**src/rtl/vram_fetch_arbiter.sv**
```systemverilog
// vram_fetch_arbiter: shares the single-port VRAM between the CPU bus and the
// video line-fetch path. A trigger pulse bursts one display row into the
// scanline buffer. Video has priority, but during a burst one slot in every
// CPU_SLOT_EVERY cycles goes to a waiting CPU request.
module vram_fetch_arbiter #(
    parameter int WORDS_PER_LINE = 32,
    parameter int LINE_WIDTH     = 8,
    parameter int ADDR_WIDTH     = 13,
    parameter int DATA_WIDTH     = 16,
    parameter int MEM_LATENCY    = 2,
    parameter int CPU_SLOT_EVERY = 4
) (
    input  logic                              i_clk,
    input  logic                              i_rst_n,
    // video side
    input  logic                              i_trigger_read,
    input  logic [LINE_WIDTH-1:0]             i_line,
    output logic                              o_lb_we,
    output logic [$clog2(WORDS_PER_LINE)-1:0] o_lb_waddr,
    output logic [DATA_WIDTH-1:0]             o_lb_wdata,
    output logic                              o_line_done,
    output logic                              o_overrun,
    // CPU side
    input  logic                              i_cpu_req,
    input  logic                              i_cpu_we,
    input  logic [ADDR_WIDTH-1:0]             i_cpu_addr,
    input  logic [DATA_WIDTH-1:0]             i_cpu_wdata,
    output logic                              o_cpu_ack,
    output logic [DATA_WIDTH-1:0]             o_cpu_rdata,
    // VRAM side
    output logic                              o_mem_en,
    output logic                              o_mem_we,
    output logic [ADDR_WIDTH-1:0]             o_mem_addr,
    output logic [DATA_WIDTH-1:0]             o_mem_wdata,
    input  logic [DATA_WIDTH-1:0]             i_mem_rdata
);

    localparam int WIDX_W = $clog2(WORDS_PER_LINE);
    localparam int SLOT_W = (CPU_SLOT_EVERY > 1) ? $clog2(CPU_SLOT_EVERY) : 1;
    localparam logic [WIDX_W-1:0] LAST_WORD = WIDX_W'(WORDS_PER_LINE - 1);
    localparam logic [SLOT_W-1:0] CPU_SLOT  = SLOT_W'(CPU_SLOT_EVERY - 1);

    typedef enum logic [1:0] {
        IDLE  = 2'd0,
        FETCH = 2'd1,
        DRAIN = 2'd2
    } state_t;

    // Tag travelling alongside each VRAM read until its data returns.
    typedef struct packed {
        logic              valid;
        logic              is_video;
        logic [WIDX_W-1:0] idx;
    } tag_t;

    state_t                  state_q, state_d;
    logic [LINE_WIDTH-1:0]   row_q, row_d;
    logic [WIDX_W-1:0]       word_q, word_d;
    logic [SLOT_W-1:0]       slot_q, slot_d;
    logic                    cpu_busy_q, cpu_busy_d;
    logic                    overrun_q, overrun_d;
    logic                    line_done_q, line_done_d;
    logic                    cpu_wr_ack_q, cpu_wr_ack_d;
    logic [DATA_WIDTH-1:0]   cpu_rdata_q, cpu_rdata_d;
    logic                    mem_en_q, mem_en_d;
    logic                    mem_we_q, mem_we_d;
    logic [ADDR_WIDTH-1:0]   mem_addr_q, mem_addr_d;
    logic [DATA_WIDTH-1:0]   mem_wdata_q, mem_wdata_d;
    // Stage 0 lines up with the issue cycle; stage MEM_LATENCY with returning data.
    tag_t                    tag_q [0:MEM_LATENCY];
    tag_t                    tag_d [0:MEM_LATENCY];

    tag_t                    ret_tag;
    logic                    lb_we;
    logic                    cpu_rd_ack;
    logic                    cpu_ack;
    logic                    cpu_pending;
    logic                    video_issue;
    logic                    cpu_issue;
    logic [31:0]             video_addr_full;

    assign ret_tag         = tag_q[MEM_LATENCY];
    assign lb_we           = ret_tag.valid & ret_tag.is_video;
    assign cpu_rd_ack      = ret_tag.valid & ~ret_tag.is_video;
    assign cpu_ack         = cpu_wr_ack_q | cpu_rd_ack;
    assign cpu_pending     = i_cpu_req & ~cpu_busy_q;
    // Row base plus word index; the upper bits fall away when truncated to ADDR_WIDTH.
    assign video_addr_full = 32'(row_q) * 32'(WORDS_PER_LINE) + 32'(word_q);

    // Next-state, arbitration and return-path decode.
    always_comb begin
        // NOTE: every variable gets a default first so no path leaves it unassigned (no latches).
        state_d      = state_q;
        row_d        = row_q;
        word_d       = word_q;
        slot_d       = slot_q;
        cpu_busy_d   = cpu_busy_q;
        overrun_d    = overrun_q;
        line_done_d  = 1'b0;
        cpu_wr_ack_d = mem_en_q & mem_we_q;
        cpu_rdata_d  = cpu_rd_ack ? i_mem_rdata : cpu_rdata_q;
        mem_en_d     = 1'b0;
        mem_we_d     = 1'b0;
        mem_addr_d   = '0;
        mem_wdata_d  = '0;
        video_issue  = 1'b0;
        cpu_issue    = 1'b0;
        tag_d[0]     = '0;
        for (int k = 1; k <= MEM_LATENCY; k++) begin
            tag_d[k] = tag_q[k-1];
        end

        // The held request is released for re-issue only once its ack is out.
        if (cpu_ack) begin
            cpu_busy_d = 1'b0;
        end

        case (state_q)
            IDLE: begin
                // A trigger beats a simultaneous CPU request.
                if (i_trigger_read) begin
                    state_d = FETCH;
                    row_d   = i_line;
                    word_d  = '0;
                    slot_d  = '0;
                end else begin
                    cpu_issue = cpu_pending;
                end
            end
            FETCH: begin
                if (i_trigger_read) begin
                    overrun_d = 1'b1;
                end
                slot_d = (slot_q == CPU_SLOT) ? '0 : slot_q + 1'b1;
                if (slot_q == CPU_SLOT && cpu_pending) begin
                    cpu_issue = 1'b1;
                end else begin
                    video_issue = 1'b1;
                    word_d      = word_q + 1'b1;
                    if (word_q == LAST_WORD) begin
                        state_d = DRAIN;
                    end
                end
            end
            DRAIN: begin
                if (i_trigger_read) begin
                    overrun_d = 1'b1;
                end
                cpu_issue = cpu_pending;
                if (lb_we && ret_tag.idx == LAST_WORD) begin
                    state_d     = IDLE;
                    line_done_d = 1'b1;
                end
            end
            default: state_d = IDLE;
        endcase

        if (video_issue) begin
            mem_en_d   = 1'b1;
            mem_addr_d = video_addr_full[ADDR_WIDTH-1:0];
            tag_d[0]   = '{valid: 1'b1, is_video: 1'b1, idx: word_q};
        end else if (cpu_issue) begin
            mem_en_d    = 1'b1;
            mem_we_d    = i_cpu_we;
            mem_addr_d  = i_cpu_addr;
            mem_wdata_d = i_cpu_we ? i_cpu_wdata : '0;
            cpu_busy_d  = 1'b1;
            // Writes ack straight from the issue flop; only reads need a tag.
            tag_d[0]    = '{valid: ~i_cpu_we, is_video: 1'b0, idx: '0};
        end
    end

    // State and registered outputs, cleared by synchronous reset.
    always_ff @(posedge i_clk) begin
        // NOTE: sequential state uses non-blocking assignments only, so every flop sees pre-edge values.
        if (!i_rst_n) begin
            state_q      <= IDLE;
            row_q        <= '0;
            word_q       <= '0;
            slot_q       <= '0;
            cpu_busy_q   <= 1'b0;
            overrun_q    <= 1'b0;
            line_done_q  <= 1'b0;
            cpu_wr_ack_q <= 1'b0;
            cpu_rdata_q  <= '0;
            mem_en_q     <= 1'b0;
            mem_we_q     <= 1'b0;
            mem_addr_q   <= '0;
            mem_wdata_q  <= '0;
            // NOTE: the tag pipe is reset (unlike a data RAM) so reads in flight at reset never complete.
            for (int k = 0; k <= MEM_LATENCY; k++) begin
                tag_q[k] <= '0;
            end
        end else begin
            state_q      <= state_d;
            row_q        <= row_d;
            word_q       <= word_d;
            slot_q       <= slot_d;
            cpu_busy_q   <= cpu_busy_d;
            overrun_q    <= overrun_d;
            line_done_q  <= line_done_d;
            cpu_wr_ack_q <= cpu_wr_ack_d;
            cpu_rdata_q  <= cpu_rdata_d;
            mem_en_q     <= mem_en_d;
            mem_we_q     <= mem_we_d;
            mem_addr_q   <= mem_addr_d;
            mem_wdata_q  <= mem_wdata_d;
            for (int k = 0; k <= MEM_LATENCY; k++) begin
                tag_q[k] <= tag_d[k];
            end
        end
    end

    assign o_mem_en    = mem_en_q;
    assign o_mem_we    = mem_we_q;
    assign o_mem_addr  = mem_addr_q;
    assign o_mem_wdata = mem_wdata_q;
    assign o_lb_we     = lb_we;
    assign o_lb_waddr  = lb_we ? ret_tag.idx : '0;
    assign o_lb_wdata  = lb_we ? i_mem_rdata : '0;
    assign o_line_done = line_done_q;
    assign o_overrun   = overrun_q;
    assign o_cpu_ack   = cpu_ack;
    assign o_cpu_rdata = cpu_rd_ack ? i_mem_rdata : cpu_rdata_q;

endmodule

```
**config.mk**
```make
export PLATFORM = sky130hd
export DESIGN_NAME = vram_fetch_arbiter
export DESIGN_NICKNAME = d
export VERILOG_FILES = /design/src/rtl/vram_fetch_arbiter.sv
export SDC_FILE = /design/constraint.sdc
export NUM_CORES = 1
export LEC_CHECK = 0
export ABC_AREA = 0
export CAP_MARGIN = 20
export CORE_ASPECT_RATIO = 0.6
export CORE_MARGIN = 2
export CORE_UTILIZATION = 46
export CTS_CLUSTER_DIAMETER = 100
export CTS_CLUSTER_SIZE = 10
export DETAILED_ROUTE_END_ITERATION = 12
export PLACE_DENSITY = 0.85
export REMOVE_ABC_BUFFERS = 1
export SLEW_MARGIN = 10
export SYNTH_ARGS = -nofsm -noshare
export SYNTH_HDL_FRONTEND = slang
export SYNTH_SLANG_ARGS = --single-unit
export TNS_END_PERCENT = 50
```
**constraint.sdc**
```tcl
create_clock -name i_clk -period 5.3 [get_ports i_clk]
set_clock_uncertainty 0.1 [all_clocks]
set_input_delay 0.53 -clock i_clk [delete_from_list [all_inputs] [get_ports i_clk]]
set_output_delay 0.53 -clock i_clk [all_outputs]
set_load 0.01 [all_outputs]
```
# Word-level counts from Yosys, hierarchy flattened
# Memory sizes are Yosys's and may differ from the RTL's.
# Index checks and enable logic that the tools add are counted.
# op_classes
mux	34
reduce_logical	13
n_eq_ne	9
bitwise	13
addsub	3
# op_table
op	count
$mux 7	5
$mux 16	2
$mux 13	2
$mux 5	3
$add 13x5->13	1
$mux 1	12
$mux 2	6
$eq 5x5->1 const B	2
$pmux 5 s2	1
$ne 2x2->1 const B	4
$reduce_and 2->1	4
$pmux 2 s3	1
$add 5x1->5 const B	1
$not 1->1	5
$and 1x1->1	4
$eq 2x2->1 const B	2
$or 1x1->1	4
$pmux 2 s2	1
$reduce_and 4->1	1
$reduce_or 4->1	1
$pmux 1 s3	1
$reduce_and 3->1	1
$reduce_or 3->1	1
$add 2x1->2 const B	1
5 further kinds	6
# totals
output_inout_bits	72
register_bits	68
ramBits	21
inputBits	58
n_memories	1
elab_cells	86
# mem_list
name	words	word_bits	rd	rd_ports_with_merged_regs	write_ports	line	rtl
tag_q	3	7	3	0	3	70	tag_t tag_q [0:MEM_LATENCY];

# Depth between registers and ports, before layout
# Gate-level depths: netlist (run 1).
# depth
word_depth	8
mapped_depth	7
ltp_nobuf	7

# Worst setup path after synthesis (run 1)
# OpenSTA, ideal clock, no wires.
# synth_timing
path_type	register to output
start	memory tag_q[0][20] (netlist bit)
end	output port o_cpu_rdata[10]
path_buffers	2
required_time_ps	4670
arrival_ps	1202
setup_slack_ps	3468
stages_incl_launch_ff	5
cell_sequence	dfxtp_1 -> nor2b_1 -> buf_2 -> buf_4 -> mux2_1
# synth_lines
element	line	rtl
start, declared	70	
end, declared	29	output logic [DATA_WIDTH-1:0] o_cpu_rdata,

==> results of run 1 <==
## per-layer routing
metal  vias up  share of wire, %
met4         0              0.88
met5         -                 0
met3        10               7.5
met2        90                46
met1      1173                46
li1       1296                 -
## critical path: stages (launching register included)
cell and delay, ps:
dfxtp_1 700, nor2b_1 410, buf_4 300, mux2_1 370, clkdlybuf4s50_1 510
## cells by family after synthesis
logic type                 count (synthesis)  share of synthesized area [%]
xor gates and xnor gates                   2                          0.548
and+or+nand+nor                          123                           22.0
muxes                                     17                           5.98
AOI/OAI and AO/OA                         42                           9.23
adders and majority gates                  8                           3.13
buffers and inverters                     24                           3.40
DFF                                       89                           55.7
## synth_stat cells (5+ instances only)
master,number
a22o_1,8
nor2_1,9
and2_1,39
a21oi_1,11
clkbuf_1,9
dfxtp_1,89
nand2_1,21
ha_1,8
inv_1,5
a21o_1,6
mux2_1,16
and3_1,40
## stage by stage
stage / instances / setup WS [ps]
global placement: 505 / 2000
global route: 522 / 1890
CTS: 521 / 2010
floorplan: 288 / 2850
finish: 522 / 2040
detailed placement: 505 / 1930
## how the worst min path moves through the flow
| stage | startpoint | end | slack (ps) |
|---|---|---|---|
| after floorplan | tag_q[0][3] | tag_q[0][10] | 310 |
| after global placement | tag_q[0][6] | tag_q[0][13] | 310 |
| final | tag_q[0][4] | tag_q[0][11] | 330 |
| after global routing | tag_q[0][8] | tag_q[0][15] | 360 |
| after detailed placement | tag_q[0][10] | tag_q[0][17] | 320 |
| after CTS | tag_q[0][8] | tag_q[0][15] | 330 |
## final cells by class
cell class	instances	area share, %
clock buffers	9	4.66
multi-input cells	192	27.2
clock inverters	7	1.29
inverters	7	0.543
repair buffers	131	27.2
flip-flops and latches	89	36.9
well taps	87	2.25
## registers in the layout, indices dropped and copies added, names as in the netlist, 2 cells and up
| name | flops |
|---|---|
| tag_q | 21 |
| slot_q | 2 |
| o_mem_addr | 13 |
| state_q | 2 |
| o_mem_wdata | 16 |
| cpu_rdata_q | 16 |
| row_q | 8 |
| word_q | 5 |
## where the power goes
| part | switching [mW] | internal, mW | total (mW) |
|---|---|---|---|
| sequential | 0.0382 | 0.737 | 0.775 |
| clock | 0.271 | 0.325 | 0.596 |
| combinational | 0.208 | 0.206 | 0.414 |
## layout by cell type (no fill, tap or decap), types with 2 or more instances in the layout
master             n
clkdlybuf4s50_1  129
dfxtp_1           89
and3_1            40
and2_1            39
nand2_1           21
mux2_1            16
a21oi_1           11
nor2_1             9
clkbuf_16          9
a22o_1             8
ha_1               8
a21o_1             6
inv_1              5
nand3_1            3
o21ai_0            3
inv_6              3
nor2b_1            2
inv_2              2
o21ai_1            2
nand4_1            2
a311oi_1           2
nor3_1             2
a22oi_1            2
a32oi_1            2
xor2_1             2
clkinvlp_4         2
==> impl_metrics.py, run 1 <==
metrics = {
    "route": {
        "drt-initial-drc-count": 111,
        "routedWlPerCell_um": 14.4,
        "via_count": 2569,
        "drtPass1Iterations": 4,
        "via_per_inst": 4.92,
        "antenna_violating_nets_post_route": 0,
        "drc": 0,
        "totalWireLength_mm": 7.53,
    },
    "clock_network": {
        "post-cts-setup-buffers": 0,
        "cts_root_buf": "clkbuf_16",
        "cts_hold_repair.buffers": 0,
        "clk_path_buf_depth": 2,
        "cts.repair.resized": 0,
        "clk_transition_reported_paths_ps": 70,
        "ctsHtreeMaxLevel": 3,
        "cts_tree": "yes",
        "cts.sink_count": 89,
        "worst_skew_pair_later_pin_latency_ps": 340,
        "number_of_clock_buffers_inserted_by_tritoncts": 9,
    },
    "place": {
        "post_dp_cell_area_um2": 4530,
        "gp_congestion": 0.818,
        "dpl.hpwl_mm": 5.42,
        "placement.io_buffers": 129,
    },
    "synth": {
        "yosys_warnings": 0,
        "synth_top_cell_by_area": "dfxtp_1",
        "postSynth.asyncResetShare_pct": 0,
        "synth_top_flop_cell": "dfxtp_1",
        "ys_seq_area_share_pct": 55.7,
        "gate_count_of_the_mapped_netlist": 305,
        "biggest_area_contributors_in_the_synthesized_netlist": "dfxtp_1 (56%), and3_1 (7.8%), and2_1 (7.6%), mux2_1 (5.6%), ha_1 (3.1%)",
        "avgSynthCellArea_um2": 10.5,
        "synth_top_area_share_pct": 55.7,
        "synth-edff-count": 0,
        "ys_types": 38,
        "post_synth_design_cell_area_um2": 3200,
        "postSynthRegisterBits": 89,
    },
    "setup_path": {
        "worstPathMaxFanout": 23,
        "type_of_origin_of_the_critical_path": "register",
        "worst_setup_path_startpoint": "tag_q[0][20]",
        "timing.critical_path.arrival_ps": 2630,
        "critical_path.endpoint": "o_cpu_rdata[3]",
        "r2r_cells": 4,
        "rr_endpoint": "cpu_rdata_q[3]",
        "crit_path_end_kind": "output pin",
        "regToRegSetupSlack_ps": 3130,
        "r2r_start": "tag_q[0][20]",
        "worst-endpoint-required_ps": 4670,
        "critPathKind": "reg2out",
    },
    "die": {
        "floorplan.initialDensity_pct": 47.7,
        "die_width_um": 112,
        "core_region_area_um2": 6710,
        "rows": 23,
        "y_dimension_of_the_die_um": 68.6,
        "die_area_um2": 7660,
        "io_pins": 130,
    },
    "global_routing": {
        "gr-total-overflow": 0,
        "number_of_global_route_vias_before_repair": 2332,
        "largest_net_degree_at_the_start_of_global_routing": 38,
        "met3_routing_resource_usage_after_global_routing_pct": 7.26,
        "grtUsageMet2_pct": 32.0,
        "grt_first_pass_wirelength_mm": 11.5,
        "antenna_found_initial": 0,
        "busiest_layer": "met2",
        "grtUsageTotal_pct": 19.6,
        "gr-usage-met1_pct": 24.8,
    },
    "power": {
        "fin_total_pwr_mw": 1.79,
        "ir_drop_mv": 0.238,
        "power.static_leakage_nw": 2.12,
        "pwr_density_cell_nw_per_um2": 369,
    },
    "run_status": {
        "status": "finished, final reports clean",
    },
    "sta": {
        "slew_headroom_pct": 36.2,
        "maxSlewViolCount": 0,
        "setup_violations": 0,
        "fin_crit_sh_pct": 61.4,
        "fin_setup_tns_ps": 0,
        "tightestPinTransition_ps": 955,
        "clock.fmax_ghz": 0.307,
        "hold_viol": 0,
        "timing.final.crit_period_ps": 3260,
        "setup_repair_after_global_routing_missed_its_margin": "false",
        "finalHoldWorstSlack_ps": 327,
    },
    "hold_path": {
        "min-delay-path-class": "reg2reg",
        "hold_path_depth": 1,
    },
    "job": {
        "maxCapViolCount": 0,
    },
    "final_layout": {
        "area_of_the_multi_input_gates_um2": 1320,
        "layout-drive-gt1-share_pct": 5.52,
        "diodes": 0,
        "finish.utilization_pct": 72.1,
        "area.growth.synth_to_final_pct": 51.1,
        "final_cell_area_um2": 4830,
        "final.fill_count": 515,
        "ff_latch_area_um2": 1780,
        "net_count_of_the_finished_layout": 496,
    },
}
No activity file was read; power rests on OpenSTA's default activity.
==> run 2: changes to the inputs <==
--- a/config.mk
+++ b/config.mk
@@ -9,11 +9,11 @@
 export CAP_MARGIN = 20
 export CORE_ASPECT_RATIO = 0.6
 export CORE_MARGIN = 2
-export CORE_UTILIZATION = 46
+export CORE_UTILIZATION = 43
 export CTS_CLUSTER_DIAMETER = 100
 export CTS_CLUSTER_SIZE = 10
 export DETAILED_ROUTE_END_ITERATION = 12
-export PLACE_DENSITY = 0.85
+export PLACE_DENSITY = 0.8
 export REMOVE_ABC_BUFFERS = 1
 export SLEW_MARGIN = 10
 export SYNTH_ARGS = -nofsm -noshare
==> constraint.sdc (replaced) <==
create_clock -name i_clk -period 3.15 [get_ports i_clk]
set_clock_uncertainty 0.1 [all_clocks]
set_input_delay 0.315 -clock i_clk [delete_from_list [all_inputs] [get_ports i_clk]]
set_output_delay 0.315 -clock i_clk [all_outputs]
set_load 0.01 [all_outputs]
==> impl_metrics.py, run 2 (synthesized netlist as in run 1, its figures left out) <==
metrics = {
    "route": {
        "antenna_violating_nets_post_route": 0,
        "routedWlPerCell_um": 13.8,
        "drt-initial-drc-count": 91,
        "drc": 0,
        "via_count": 2610,
        "drtPass1Iterations": 7,
        "via_per_inst": 4.80,
        "totalWireLength_mm": 7.51,
    },
    "sta": {
        "fin_setup_tns_ps": 0,
        "fin_crit_sh_pct": 73.4,
        "slew_headroom_pct": 64.8,
        "timing.final.crit_period_ps": 2310,
        "clock.fmax_ghz": 0.433,
        "maxSlewViolCount": 0,
        "tightestPinTransition_ps": 527,
        "hold_viol": 0,
        "setup_repair_after_global_routing_missed_its_margin": "false",
        "setup_violations": 0,
    },
    "power": {
        "ir_drop_mv": 0.371,
        "fin_total_pwr_mw": 3.07,
        "pwr_density_cell_nw_per_um2": 626,
        "power.static_leakage_nw": 2.15,
    },
    "global_routing": {
        "grt_first_pass_wirelength_mm": 12.0,
        "grtUsageTotal_pct": 18.9,
        "antenna_found_initial": 0,
        "number_of_global_route_vias_before_repair": 2496,
        "gr-total-overflow": 0,
        "largest_net_degree_at_the_start_of_global_routing": 37,
    },
    "final_layout": {
        "net_count_of_the_finished_layout": 501,
        "largest_register_ff_count": 21,
        "diodes": 0,
        "layout.cells.most_common_list": "clkdlybuf4s50_1 (129), dfxtp_1 (89), and3_1 (40)",
        "ff_latch_area_um2": 1780,
        "largest_register": "tag_q",
        "final.fill_count": 577,
        "layout-drive-gt1-share_pct": 6.14,
        "area.growth.synth_to_final_pct": 53.4,
        "layout_commonest_cell": "clkdlybuf4s50_1",
        "area_of_the_multi_input_gates_um2": 1320,
    },
    "hold_path": {
        "worst_hold_startpoint": "tag_q[0][9]",
        "min-delay-path-class": "reg2reg",
    },
    "setup_path": {
        "worstPathMaxFanout": 10,
        "critical_path.endpoint": "o_cpu_rdata[15]",
        "crit_path_end_kind": "output pin",
        "worstSetupPathDepth": 4,
        "worst-endpoint-required_ps": 2730,
        "slowest_delay_ps": 500,
        "critPathKind": "reg2out",
        "rr_endpoint": "o_mem_wdata[8]",
        "regToRegSetupSlack_ps": 900,
        "r2r_cells": 6,
        "timing.critical_path.arrival_ps": 1900,
        "worst_setup_path_startpoint": "tag_q[0][20]",
        "r2r_start": "state_q[1]",
        "critPathTopFamily": "buffers and inverters",
        "critical_path.slowest_cell": "clkdlybuf4s50_1",
        "worstPathCellList": "nor2b_1 -> buf_4 -> mux2_1 -> clkdlybuf4s50_1",
        "timing.critical_path.buf_inv": 2,
        "type_of_origin_of_the_critical_path": "register",
    },
    "die": {
        "y_dimension_of_the_die_um": 70.8,
        "io_pins": 130,
        "core_region_area_um2": 7240,
        "die_area_um2": 8170,
        "die_width_um": 115,
        "rows": 24,
        "floorplan.initialDensity_pct": 44.2,
    },
    "clock_network": {
        "cts.repair.resized": 0,
        "number_of_clock_buffers_inserted_by_tritoncts": 9,
        "worst_skew_pair_later_pin_latency_ps": 330,
        "cts_hold_repair.buffers": 0,
        "clk_transition_reported_paths_ps": 60,
        "cts_root_buf": "clkbuf_16",
        "post-cts-setup-buffers": 0,
        "ctsHtreeMaxLevel": 3,
        "clk_path_buf_depth": 2,
        "cts_tree": "yes",
        "cts.sink_count": 89,
    },
    "place": {
        "dpl.hpwl_mm": 5.44,
        "gp_congestion": 0.785,
        "placement.io_buffers": 129,
    },
    "job": {
        "maxCapViolCount": 0,
    },
    "run_status": {
        "status": "finished, final reports clean",
    },
}
==> run 2: changes by cell type in the layout (fill, tap and decap cells not counted) <==
cell / previous run / this run
buf_12: 0 / 1
buf_4: 1 / 6
buf_8: 1 / 0
bufinv_16: 0 / 1
clkbuf_1: 0 / 2
clkbuf_8: 0 / 1
clkinv_8: 1 / 0
clkinvlp_4: 2 / 1
inv_6: 3 / 1
==> run 2: how the worst min path moves through the flow <==
| stage | end | cells past startpoint | slack, ps |
|---|---|---|---|
| after floorplan | tag_q[0][10] | 1 | 310 |
| after global placement | tag_q[0][18] | 1 | 310 |
| after detailed placement | tag_q[0][9] | 1 | 320 |
| after CTS | tag_q[0][16] | 1 | 340 |
| after global routing | tag_q[0][17] | 1 | 350 |
| final | tag_q[0][16] | 1 | 330 |
==> run 2: metal layers <==
layer / track usage [%] / up-vias / routed length, um
li1: - / 1299 / -
met1: 23.8 / 1222 / 3480
met2: 31.3 / 84 / 3440
met3: 7.11 / 5 / 570
met4: 4.02 / 0 / 25
met5: 0 / - / 0
==> run 2: power by group <==
part	switching [mW]	internal [mW]	leakage [nW]
Sequential	0.0583	1.24	0.721
Combinational	0.366	0.358	1.29
Clock	0.414	0.638	0.143
==> run 2: area by class of cell <==
cell class	instances	area share, %
clock inverter	4	1.05
multi-input combinational	192	26.8
inverter	7	0.535
timing repair buffer	136	27.6
tap	104	2.65
clock buffer	12	5.02
sequential	89	36.3
==> run 2: metrics by stage <==
stage	worst slack, ps	area, um2	hold slack (ps)	std cells	utilization (%)
final	838	4910	333	544	67.8
after global routing	726	4910	352	544	67.8
after CTS	815	4910	336	544	67.8
after detailed placement	805	4610	321	528	63.7
after global placement	907	4610	315	528	63.7
after floorplan	918	3120	312	288	-
==> run 2: worst reg2reg max path: cells and delay by family (launching register included) <==
family / cells / cell delay [ps]
AO/OA/AOI/OAI: 1 / 570
adder cells (fa/ha/maj): 1 / 350
buffers and inverters: 2 / 330
flip-flops: 1 / 350
AND/OR/NAND/NOR: 2 / 480
==> run 3: changes to the inputs <==
==> constraint.sdc (replaced) <==
create_clock -name i_clk -period 2.3 [get_ports i_clk]
set_clock_uncertainty 0.1 [all_clocks]
set_input_delay 0.23 -clock i_clk [delete_from_list [all_inputs] [get_ports i_clk]]
set_output_delay 0.23 -clock i_clk [all_outputs]
set_load 0.01 [all_outputs]
==> impl_metrics.py, run 3 (synthesized netlist as in run 1, its figures left out) <==
metrics = {
    "sta": {
        "finalHoldWorstSlack_ps": 330,
        "worst_slack_ps": 101,
        "setup_violations": 0,
        "tightestPinTransition_ps": 434,
        "hold_viol": 0,
        "timing.final.crit_period_ps": 2200,
        "fin_setup_tns_ps": 0,
        "maxSlewViolCount": 0,
        "setup_repair_after_global_routing_missed_its_margin": "false",
        "fin_crit_sh_pct": 95.6,
        "clock.fmax_ghz": 0.455,
        "slew_headroom_pct": 71.0,
    },
    "route": {
        "via_per_inst": 4.78,
        "drt-initial-drc-count": 147,
        "met2_wirelength_mm": 3.58,
        "drtPass1Iterations": 4,
        "antenna_violating_nets_post_route": 0,
        "via_count": 2606,
        "routedLengthMet1_mm": 3.64,
        "dr_wl_met3_um": 531,
        "drc": 0,
        "totalWireLength_mm": 7.81,
        "route.top_layer_used": "met4",
        "routedWlPerCell_um": 14.3,
    },
    "setup_path": {
        "timing.critical_path.arrival_ps": 1870,
        "worst-endpoint-required_ps": 1970,
        "slowest_delay_ps": 500,
        "worstSetupPathDepth": 4,
        "timing.critical_path.buf_inv": 2,
        "type_of_origin_of_the_critical_path": "register",
        "critical_path.slowest_cell": "clkdlybuf4s50_1",
        "critPathKind": "reg2out",
        "r2r_start": "state_q[1]",
        "rr_endpoint": "o_mem_wdata[6]",
        "critPathTopFamily": "buffers and inverters",
        "regToRegSetupSlack_ps": 250,
        "worstPathMaxFanout": 9,
        "crit_path_end_kind": "output pin",
        "worstPathCellList": "nor2b_2 -> buf_6 -> mux2_1 -> clkdlybuf4s50_1",
        "r2r_cells": 6,
    },
    "clock_network": {
        "cts.repair.resized": 0,
        "post-cts-setup-buffers": 0,
        "cts_tree": "yes",
        "ctsHtreeMaxLevel": 3,
        "number_of_clock_buffers_inserted_by_tritoncts": 9,
        "cts.sink_count": 89,
        "clk_path_buf_depth": 2,
        "clk_transition_reported_paths_ps": 60,
        "cts_hold_repair.buffers": 0,
        "worst_skew_pair_later_pin_latency_ps": 330,
        "cts_root_buf": "clkbuf_16",
    },
    "final_layout": {
        "final.fill_count": 575,
        "largest_register": "tag_q",
        "layout_commonest_cell": "clkdlybuf4s50_1",
        "layout-drive-gt1-share_pct": 6.80,
        "diodes": 0,
        "ff_latch_area_um2": 1780,
        "net_count_of_the_finished_layout": 502,
        "finish.utilization_pct": 68.1,
        "area.growth.synth_to_final_pct": 54.1,
        "area_of_the_multi_input_gates_um2": 1320,
        "largest_register_ff_count": 21,
        "layout.cells.most_common_list": "clkdlybuf4s50_1 (127), dfxtp_1 (89), and3_1 (40)",
    },
    "die": {
        "rows": 24,
        "die_width_um": 115,
        "y_dimension_of_the_die_um": 70.8,
        "core_region_area_um2": 7240,
        "io_pins": 130,
        "die_area_um2": 8170,
        "floorplan.initialDensity_pct": 44.2,
    },
    "place": {
        "dpl.hpwl_mm": 5.59,
        "detailedPlace.worstSlack_ps": 226,
        "placement.io_buffers": 129,
        "gp_congestion": 0.853,
    },
    "global_routing": {
        "number_of_global_route_vias_before_repair": 2500,
        "largest_net_degree_at_the_start_of_global_routing": 37,
        "grtUsageTotal_pct": 19.6,
        "grt_first_pass_wirelength_mm": 12.5,
        "gr-total-overflow": 0,
        "antenna_found_initial": 0,
    },
    "hold_path": {
        "min-delay-path-class": "reg2reg",
        "hold_path_depth": 1,
        "min_to": "tag_q[0][15]",
        "worst_hold_startpoint": "tag_q[0][8]",
    },
    "power": {
        "pwr-share-seq_pct": 42.1,
        "power.share.switching_pct": 27.3,
        "pwr_density_cell_nw_per_um2": 855,
        "power.net_switching_mw": 1.15,
        "share_comb_of_total_power_pct": 23.8,
        "power.static_leakage_nw": 2.20,
        "ir_drop_mv": 0.446,
        "intPower_mw": 3.06,
        "clock_power_share_pct": 34.1,
    },
    "job": {
        "maxCapViolCount": 0,
    },
    "run_status": {
        "status": "finished, final reports clean",
    },
}
[run 3: changes by cell type in the layout (fill, tap and decap cells not counted), moves of 2 or more]
cell	change
buf_6	+2
clkdlybuf4s50_1	-2
dlymetal6s2s_1	+2
clkinv_2	+2
[run 3: metrics by stage]
stage	power, mW	instances	instance area (um2)
2_1_floorplan	2.32	288	3120
3_3_place_gp	2.75	528	4610
3_5_place_dp	2.80	528	4610
4_1_cts	4.25	544	4910
5_1_grt	4.45	545	4930
6_report	4.21	545	4930
[run 3: worst max path at each step]
stage	startpoint	end	slack (ps)
after CTS	tag_q[0][20]	o_cpu_rdata[11]	40
final	tag_q[0][20]	o_cpu_rdata[5]	100
after global routing	tag_q[0][20]	o_cpu_rdata[6]	10
after floorplan	state_q[0]	o_mem_wdata[0]	90
after global placement	i_trigger_read	o_mem_wdata[9]	300
after detailed placement	i_cpu_req	o_mem_wdata[4]	230
[run 3: layout make-up]
cell class | count | area share [%]
Inverter | 7 | 0.533
Multi-Input combinational cell | 192 | 26.8
Timing Repair Buffer | 137 | 27.9
Sequential cell | 89 | 36.1
Clock inverter | 5 | 1.09
Clock buffer | 11 | 4.92
Tap cell | 104 | 2.64
[run 3: power by group through the flow]
stage / registers [mW] / clock network (mW) / logic (mW)
after CTS: 1.77 / 1.47 / 1.00
after floorplan: 1.83 / 0 / 0.497
after global placement: 1.80 / 0 / 0.954
final: 1.77 / 1.44 / 1.00
after global routing: 1.79 / 1.55 / 1.11
after detailed placement: 1.80 / 0 / 0.994
[run 3: routing by layer]
layer / up-vias / track usage (%)
li1: 1309 / -
met1: 1197 / 25.0
met2: 92 / 31.8
met3: 8 / 8.05
met4: 0 / 3.61
met5: - / 0
